**src/rtl/rr_arb_pkg.sv**
```systemverilog
// Shared constants and FSM encoding for the four-way round-robin arbiter.
package rr_arb_pkg;

    localparam int unsigned NREQ   = 4;
    localparam int unsigned CODE_W = 2;

    typedef enum logic {
        StIdle  = 1'b0,
        StGrant = 1'b1
    } state_e;

endpackage

```
**src/rtl/onehot_dec_2_4.sv**
```systemverilog
// Combinational 2-bit code to 4-bit one-hot decoder.
module onehot_dec_2_4
    import rr_arb_pkg::*;
(
    input  logic [CODE_W-1:0] code_i,
    output logic [NREQ-1:0]   onehot_o
);

    always_comb begin
        onehot_o         = '0;
        onehot_o[code_i] = 1'b1;
    end

endmodule

```
**src/rtl/rr_arbiter_4.sv**
```systemverilog
// Four-requester round-robin arbiter; a grant is held until the owner releases it.
// Optional grant watchdog enabled by defining GRANT_TIMEOUT_EN.
module rr_arbiter_4
    import rr_arb_pkg::*;
#(
    parameter int unsigned TIMEOUT = 16,
    parameter int unsigned TO_W    = 16
) (
    input  logic              clk,
    input  logic              rst_n,
    input  logic [NREQ-1:0]   req_i,
    input  logic              done_i,
    output logic [NREQ-1:0]   gnt_o,
    output logic [CODE_W-1:0] gnt_code_o,
    output logic              gnt_vld_o,
    output logic              timeout_o
);

    state_e            state_q, state_d;
    logic [CODE_W-1:0] ptr_q, ptr_d;
    logic [CODE_W-1:0] code_q, code_d;
    logic              vld_q, vld_d;
    logic              timeout_q, timeout_d;

    logic [NREQ-1:0]   req_rot;
    logic [CODE_W-1:0] first_off;
    logic [CODE_W-1:0] winner;
    logic              release_grant;
    logic              expire;
    logic [NREQ-1:0]   dec;

    // Rotate so the pointer position lands at bit 0, find first, then rotate back.
    always_comb begin
        logic [CODE_W-1:0] idx;
        logic              found;
        req_rot   = '0;
        first_off = '0;
        found     = 1'b0;
        for (int i = 0; i < NREQ; i++) begin
            idx        = CODE_W'(i) + ptr_q;
            req_rot[i] = req_i[idx];
        end
        for (int i = 0; i < NREQ; i++) begin
            if (!found && req_rot[i]) begin
                found     = 1'b1;
                first_off = CODE_W'(i);
            end
        end
        winner = first_off + ptr_q;
    end

    assign release_grant = done_i || !req_i[code_q];

`ifdef GRANT_TIMEOUT_EN
    logic [TO_W-1:0] cnt_q, cnt_d;

    assign expire = (cnt_q == TO_W'(TIMEOUT - 1));
    assign cnt_d  = (state_q == StIdle) ? '0 : cnt_q + 1'b1;

    always_ff @(posedge clk or negedge rst_n) begin
        if (!rst_n) begin
            cnt_q <= '0;
        end else begin
            cnt_q <= cnt_d;
        end
    end
`else
    logic unused_cfg;

    assign expire     = 1'b0;
    assign unused_cfg = ^{TIMEOUT, TO_W};
`endif

    always_comb begin
        state_d   = state_q;
        ptr_d     = ptr_q;
        code_d    = code_q;
        vld_d     = vld_q;
        timeout_d = 1'b0;
        unique case (state_q)
            StIdle: begin
                if (|req_i) begin
                    state_d = StGrant;
                    code_d  = winner;
                    vld_d   = 1'b1;
                    ptr_d   = winner + 1'b1;
                end
            end
            StGrant: begin
                // A normal release outranks a watchdog expiry on the same cycle.
                if (release_grant) begin
                    state_d = StIdle;
                    vld_d   = 1'b0;
                end else if (expire) begin
                    state_d   = StIdle;
                    vld_d     = 1'b0;
                    timeout_d = 1'b1;
                end
            end
            default: begin
                state_d = StIdle;
                vld_d   = 1'b0;
            end
        endcase
    end

    always_ff @(posedge clk or negedge rst_n) begin
        if (!rst_n) begin
            state_q   <= StIdle;
            ptr_q     <= '0;
            code_q    <= '0;
            vld_q     <= 1'b0;
            timeout_q <= 1'b0;
        end else begin
            state_q   <= state_d;
            ptr_q     <= ptr_d;
            code_q    <= code_d;
            vld_q     <= vld_d;
            timeout_q <= timeout_d;
        end
    end

    onehot_dec_2_4 u_dec (
        .code_i   (code_q),
        .onehot_o (dec)
    );

    assign gnt_o      = dec & {NREQ{vld_q}};
    assign gnt_code_o = code_q;
    assign gnt_vld_o  = vld_q;
    assign timeout_o  = timeout_q;

endmodule

```
**config.mk**
```make
export PLATFORM = sky130hd
export DESIGN_NAME = rr_arbiter_4
export DESIGN_NICKNAME = d
export VERILOG_FILES = /design/src/rtl/rr_arb_pkg.sv /design/src/rtl/onehot_dec_2_4.sv /design/src/rtl/rr_arbiter_4.sv
export SDC_FILE = /design/constraint.sdc
export NUM_CORES = 1
export LEC_CHECK = 0
export CAP_MARGIN = 20
export CORE_AREA = 2 2 39 41
export CTS_CLUSTER_SIZE = 8
export DETAILED_ROUTE_END_ITERATION = 6
export DIE_AREA = 0 0 41 43
export GPL_TIMING_DRIVEN = 0
export PLACE_DENSITY = 0.67
export SLEW_MARGIN = 10
export SYNTH_ARGS = -nofsm -noshare
export SYNTH_HDL_FRONTEND = slang
export SYNTH_SLANG_ARGS = --single-unit
```
**constraint.sdc**
```tcl
create_clock -name clk -period 2.7 [get_ports clk]
set_clock_uncertainty 0.15 [all_clocks]
set_input_delay 0.405 -clock clk [delete_from_list [all_inputs] [get_ports clk]]
set_output_delay 0.405 -clock clk [all_outputs]
set_load 0.02 [all_outputs]
```
Word level (Yosys, flattened, before mapping)
Cells that the tools add are included.
{"block": "totals", "inputBits": 7, "register_bits": 6, "output_inout_bits": 8}
{"block": "op_classes", "reduce_logical": 12, "order_cmp": 6, "eq_ne": 2, "muxes": 24, "n_bitwise": 2, "n_addsub": 5}
{"cell": "$lt 2x3->1 const B", "n": 5}
{"cell": "$mux 1", "n": 14}
{"cell": "$bmux 1 s2", "n": 5}
{"cell": "$add 2x2->2 const A", "n": 2}
{"cell": "$and 4x4->4", "n": 1}
{"cell": "$logic_and 1x1->1", "n": 4}
{"cell": "$logic_not 1->1", "n": 4}
{"cell": "$mux 2", "n": 2}
{"cell": "$pmux 1 s2", "n": 2}
{"cell": "$reduce_and 2->1", "n": 2}
{"cell": "$reduce_or 4->1", "n": 1}
{"cell": "$add 1x2->2 const A", "n": 1}
{"cell": "$add 2x1->2 const B", "n": 1}
{"cell": "$add 2x2->2", "n": 1}
{"cell": "$demux 1 s2", "n": 1}
{"cell": "$ge 2x1->1 const B", "n": 1}
{"cell": "$ne 2x1->1 const B", "n": 1}
{"cell": "$ne 2x2->1 const B", "n": 1}
{"cell": "$logic_or 1x1->1", "n": 1}
{"cell": "$not 1->1", "n": 1}

Depth between registers and ports, before layout
{"block": "logic_depth", "depth_word": 14, "ltp_mapped": 10}

Hierarchy
From an unflattened synthesis, not the netlist that was laid out.
{"block": "unflattened", "cells_unflattened": 64, "area_unflattened_um2": 581.8}
{"mod": "rr_arbiter_4", "cells_each": 60, "instances": 1, "area_per_inst_um2": 555.5}
{"mod": "onehot_dec_2_4", "cells_each": 4, "instances": 1, "area_per_inst_um2": 26.3}

Worst setup path after synthesis
No wires, ideal clock.
{"block": "synth_path", "path_type": "register to register", "startpoint": "register ptr_q[1]", "endpoint": "register ptr_q[1]", "setup_slack_ns": 0.599, "n_path_buf": 1, "path_stages_with_launch": 10, "setup_ns": 0.123, "arrival_ns": 1.828, "cell_sequence": "dfrtp_1 > buf_6 > o21ai_0 > a21oi_1 > o31a_1 > ha_1 > xnor2_1 > nor4_1 > o21ai_1 > xnor2_1"}
{"block": "synth_between", "elab_chain_cells": 14}
{"element": "start, declared", "line": "rr_arbiter_4.sv:20", "source": "logic [CODE_W-1:0] ptr_q, ptr_d;"}
{"element": "start signal, assigned", "line": "rr_arbiter_4.sv:116", "source": "ptr_q <= ptr_d;"}
{"element": "parallel branches: the longest is 11 deep, another holds $add 1x2->2"}
{"element": "$mux 2 (*)", "line": "rr_arbiter_4.sv:44", "source": "if (!found && req_rot[i]) begin"}
{"element": "$add 2x2->2 (*)", "line": "rr_arbiter_4.sv:49", "source": "winner = first_off + ptr_q;"}
{"element": "net winner[0]", "line": "rr_arbiter_4.sv:27", "source": "logic [CODE_W-1:0] winner;"}
{"element": "$add 2x1->2 (*)", "line": "rr_arbiter_4.sv:86", "source": "ptr_d = winner + 1'b1;"}
Mark *: on every way through the listed nets, which the timed path passes. The select of a mux whose other input is x is not followed.
A chain may end at the register's enable or synchronous reset.

Worst setup path in the final report
{"block": "layout_path", "startpoint": "input req_i[3]", "endpoint": "register ptr_q[1]"}
{"block": "layout_between", "elab_chain_cells": 14}
{"element": "start, declared", "line": "rr_arbiter_4.sv:11", "source": "input logic [NREQ-1:0] req_i,"}
{"element": "$bmux 1 s2", "line": "rr_arbiter_4.sv:41", "source": "req_rot[i] = req_i[idx];"}
{"element": "$mux 1 (implied by the code)", "line": "rr_arbiter_4.sv:41"}
{"element": "$mux 1", "line": "rr_arbiter_4.sv:44"}
{"element": "$logic_not 1->1", "line": "rr_arbiter_4.sv:44"}
{"element": "$logic_and 1x1->1", "line": "rr_arbiter_4.sv:44"}
{"element": "$mux 1", "line": "rr_arbiter_4.sv:44"}
{"element": "$logic_not 1->1", "line": "rr_arbiter_4.sv:44"}
{"element": "$logic_and 1x1->1", "line": "rr_arbiter_4.sv:44"}
{"element": "$mux 1", "line": "rr_arbiter_4.sv:44"}
{"element": "$logic_not 1->1", "line": "rr_arbiter_4.sv:44"}
{"element": "$logic_and 1x1->1", "line": "rr_arbiter_4.sv:44"}
{"element": "$mux 2 (*)", "line": "rr_arbiter_4.sv:44"}
{"element": "$add 2x2->2 (*)", "line": "rr_arbiter_4.sv:49"}
{"element": "net winner[0]", "line": "rr_arbiter_4.sv:27"}
{"element": "$add 2x1->2 (*)", "line": "rr_arbiter_4.sv:86"}
Mark *: on every way through the listed nets, which the timed path passes. The rest lies on a longest branch. The select of a mux whose other input is x is not followed.

==> impl_metrics.ini <==
[finish]
nets = 80
post-route-util_pct = 49.7
n_antenna_cell = 0
area_growth_pct = 36.1
fill_cells = 138
final_cells = 86
drive_gt1_share_pct = 15.7
multiInputGateArea_um2 = 337
fin_area_um2 = 688
seq_area_um2 = 150

[drt]
routed-wl-met3_um = 42
vias = 469
via_per_inst = 5.45
wl_per_cell_um = 13.4
totalWireLength_um = 1160
drtPass1Iterations = 4
drtIter0Drc = 7
drt-met1-wl_um = 533
wl_met2_um = 580
final_antenna_net_count = 0
top_layer = met3
drc = 0

[sta]
final-setup-viol-count = 0
worst_slack_ns = 0.226
max_freq_mhz = 404
rsz0062_at_grt = false
drv_slew = 0
period_needed_ns = 2.47
min_period_over_period_pct = 91.6
fin_hold_ws_ns = 0.262
hold_violations = 0

[die]
initial_utilization_pct = 36.5
die_w_um = 41
die_h_um = 43
fp-row-count = 14
num_io_pins = 15
dieArea_mm2 = 0.00176
core_area_mm2 = 0.00138

[synthesis]
synth_area_um2 = 505
synth_ff_type = dfrtp_1
synth_nets = 62
async_flop_share_pct = 100
syn_inst = 54
yosysSeqAreaShare_pct = 29.7
netlist.area_leader.share_pct = 29.7
synth_top_cells_by_count = dfrtp_1 (6), nor2_1 (4), xnor2_1 (4)
synth-edff-count = 0
synth_area_per_cell_um2 = 9.36
synth.most_common_cell = dfrtp_1
synth_largest_area_cell = dfrtp_1
ys_seq_elements = 6
synth.distinct_cells = 30
yosysWarnings = 0
synthTopCellsByArea = dfrtp_1 (30%), xnor2_1 (6.9%), or3b_1 (5.2%)

[clock_network]
cts_made_buffers = 3
cts_buffer_depth = 2
path_clk_slew_ns = 0.04
cts.sink_count = 6
clock_latency_ns = 0.24
cts_resized = 0
cts_tree = done
postCtsSetupBuffers = 0
holdBufCountCts = 0
cts.htree.levels = 1
cts_root_buf = clkbuf_4

[status]
outcome = complete, no violations

[placed_design]
io_buffers = 13
hpwl_um = 852
preCtsSetupSlack_ns = -0.178
dpl_cell_area_um2 = 656
routabilityCongestion = 0.713
placed_cells = 83

[critical_path]
cp_max_fo = 10
required_ns = 2.68
reg2reg_to = ptr_q[1]
rrSetupSlack_ns = 0.47
critPathCaptureType = flop
worst_r2r_path_depth = 9
timing.rr.start = ptr_q[1]
critPathArrivalTime_ns = 2.45
startpoint = req_i[3]
critPathKind = primary input to flop
worst_setup_path_start_kind = primary input

[global_route]
grt_use_total_pct = 15.1
overflow = 0
grt_pass1_vias = 439
grt_pass1_wl_um = 1820
grt_start_max_net_pins = 11
antenna_found_initial = 0

[power]
power_frac_seq_pct = 24.9
powerDensity_mw_per_mm2 = 1200
power_report.internal_total_uw = 483
power_frac_comb_pct = 65.5
peakVddDrop_uv = 471
clkPwrFrac_pct = 9.7
switchingPower_uw = 343
p_leak_uw = 0.000295
netSwitchingFraction_pct = 41.5

[job]
cap_violations = 0

[worst_hold_path]
hold_path.class = primary input to asynchronous set/reset pin
worst max-delay path, stage by stage:
cell and delay, ns:
clkdlybuf4s50_1 0.65, nand2_1 0.08, a2bb2oi_1 0.16, o211ai_1 0.10, o31a_1 0.13, ha_1 0.33
xnor2_2 0.16, nor4_1 0.17, o21ai_1 0.12, xnor2_1 0.14
cells by family after synthesis:
group,share of synthesized area [%]
compound gates,21.8
xor+xnor,6.93
fa+ha+maj,2.47
buf+inv,5.20
flops,29.7
mux,6.68
other cells,0.742
simple gates,26.5
metrics by stage:
stage               power [µW]  TNS (ns)
global route               894         0
finish                     826         0
CTS                        808         0
floorplan                  566         0
detailed placement         724    -0.178
global placement           713    -0.114
layer usage:
| metal | up-vias | global-route usage, % |
|---|---|---|
| li1 | 234 | - |
| met1 | 224 | 17.7 |
| met2 | 11 | 25.0 |
| met3 | 0 | 3.14 |
| met4 | 0 | 6.00 |
| met5 | - | 0 |
layout make-up:
type,count,area share (%)
well taps,16,2.91
clock buffers,3,3.27
flip-flops and latches,6,21.8
inverters,2,1.09
repair buffers,13,19.3
multi-input cells,44,48.9
plain buffers,2,2.73
power by group through the flow:
stage	Sequential (µW)	Clock (µW)	Combinational, µW
after floorplan	220	0	346
after global placement	205	0	508
after detailed placement	207	0	516
after CTS	205	82.4	520
after global routing	216	90.8	587
final	205	79.8	541
layout by cell type, fill, tap and decap left out, types with 3 or more instances in the layout:
cell             instances
a21oi_1                  3
nor2_1                   4
dfrtp_1                  6
clkdlybuf4s50_1         12
or3b_1                   3
clkbuf_4                 3
nand2_1                  3
xnor2_1                  3
worst max-delay path by stage:
stage	endpoint	depth (start not counted)	slack [ns]
after floorplan	ptr_q[1]	9	0.60
after global placement	ptr_q[1]	10	-0.11
after detailed placement	ptr_q[1]	10	-0.18
after CTS	ptr_q[1]	10	0.06
after global routing	ptr_q[1]	10	0.03
final	ptr_q[1]	10	0.23
sequential cells by signal (all words and copies together), names as in the netlist:
signal	flops
gnt_vld_o	1
ptr_q	2
state_q	1
gnt_code_o	2
(Power assumes the default switching activity.)
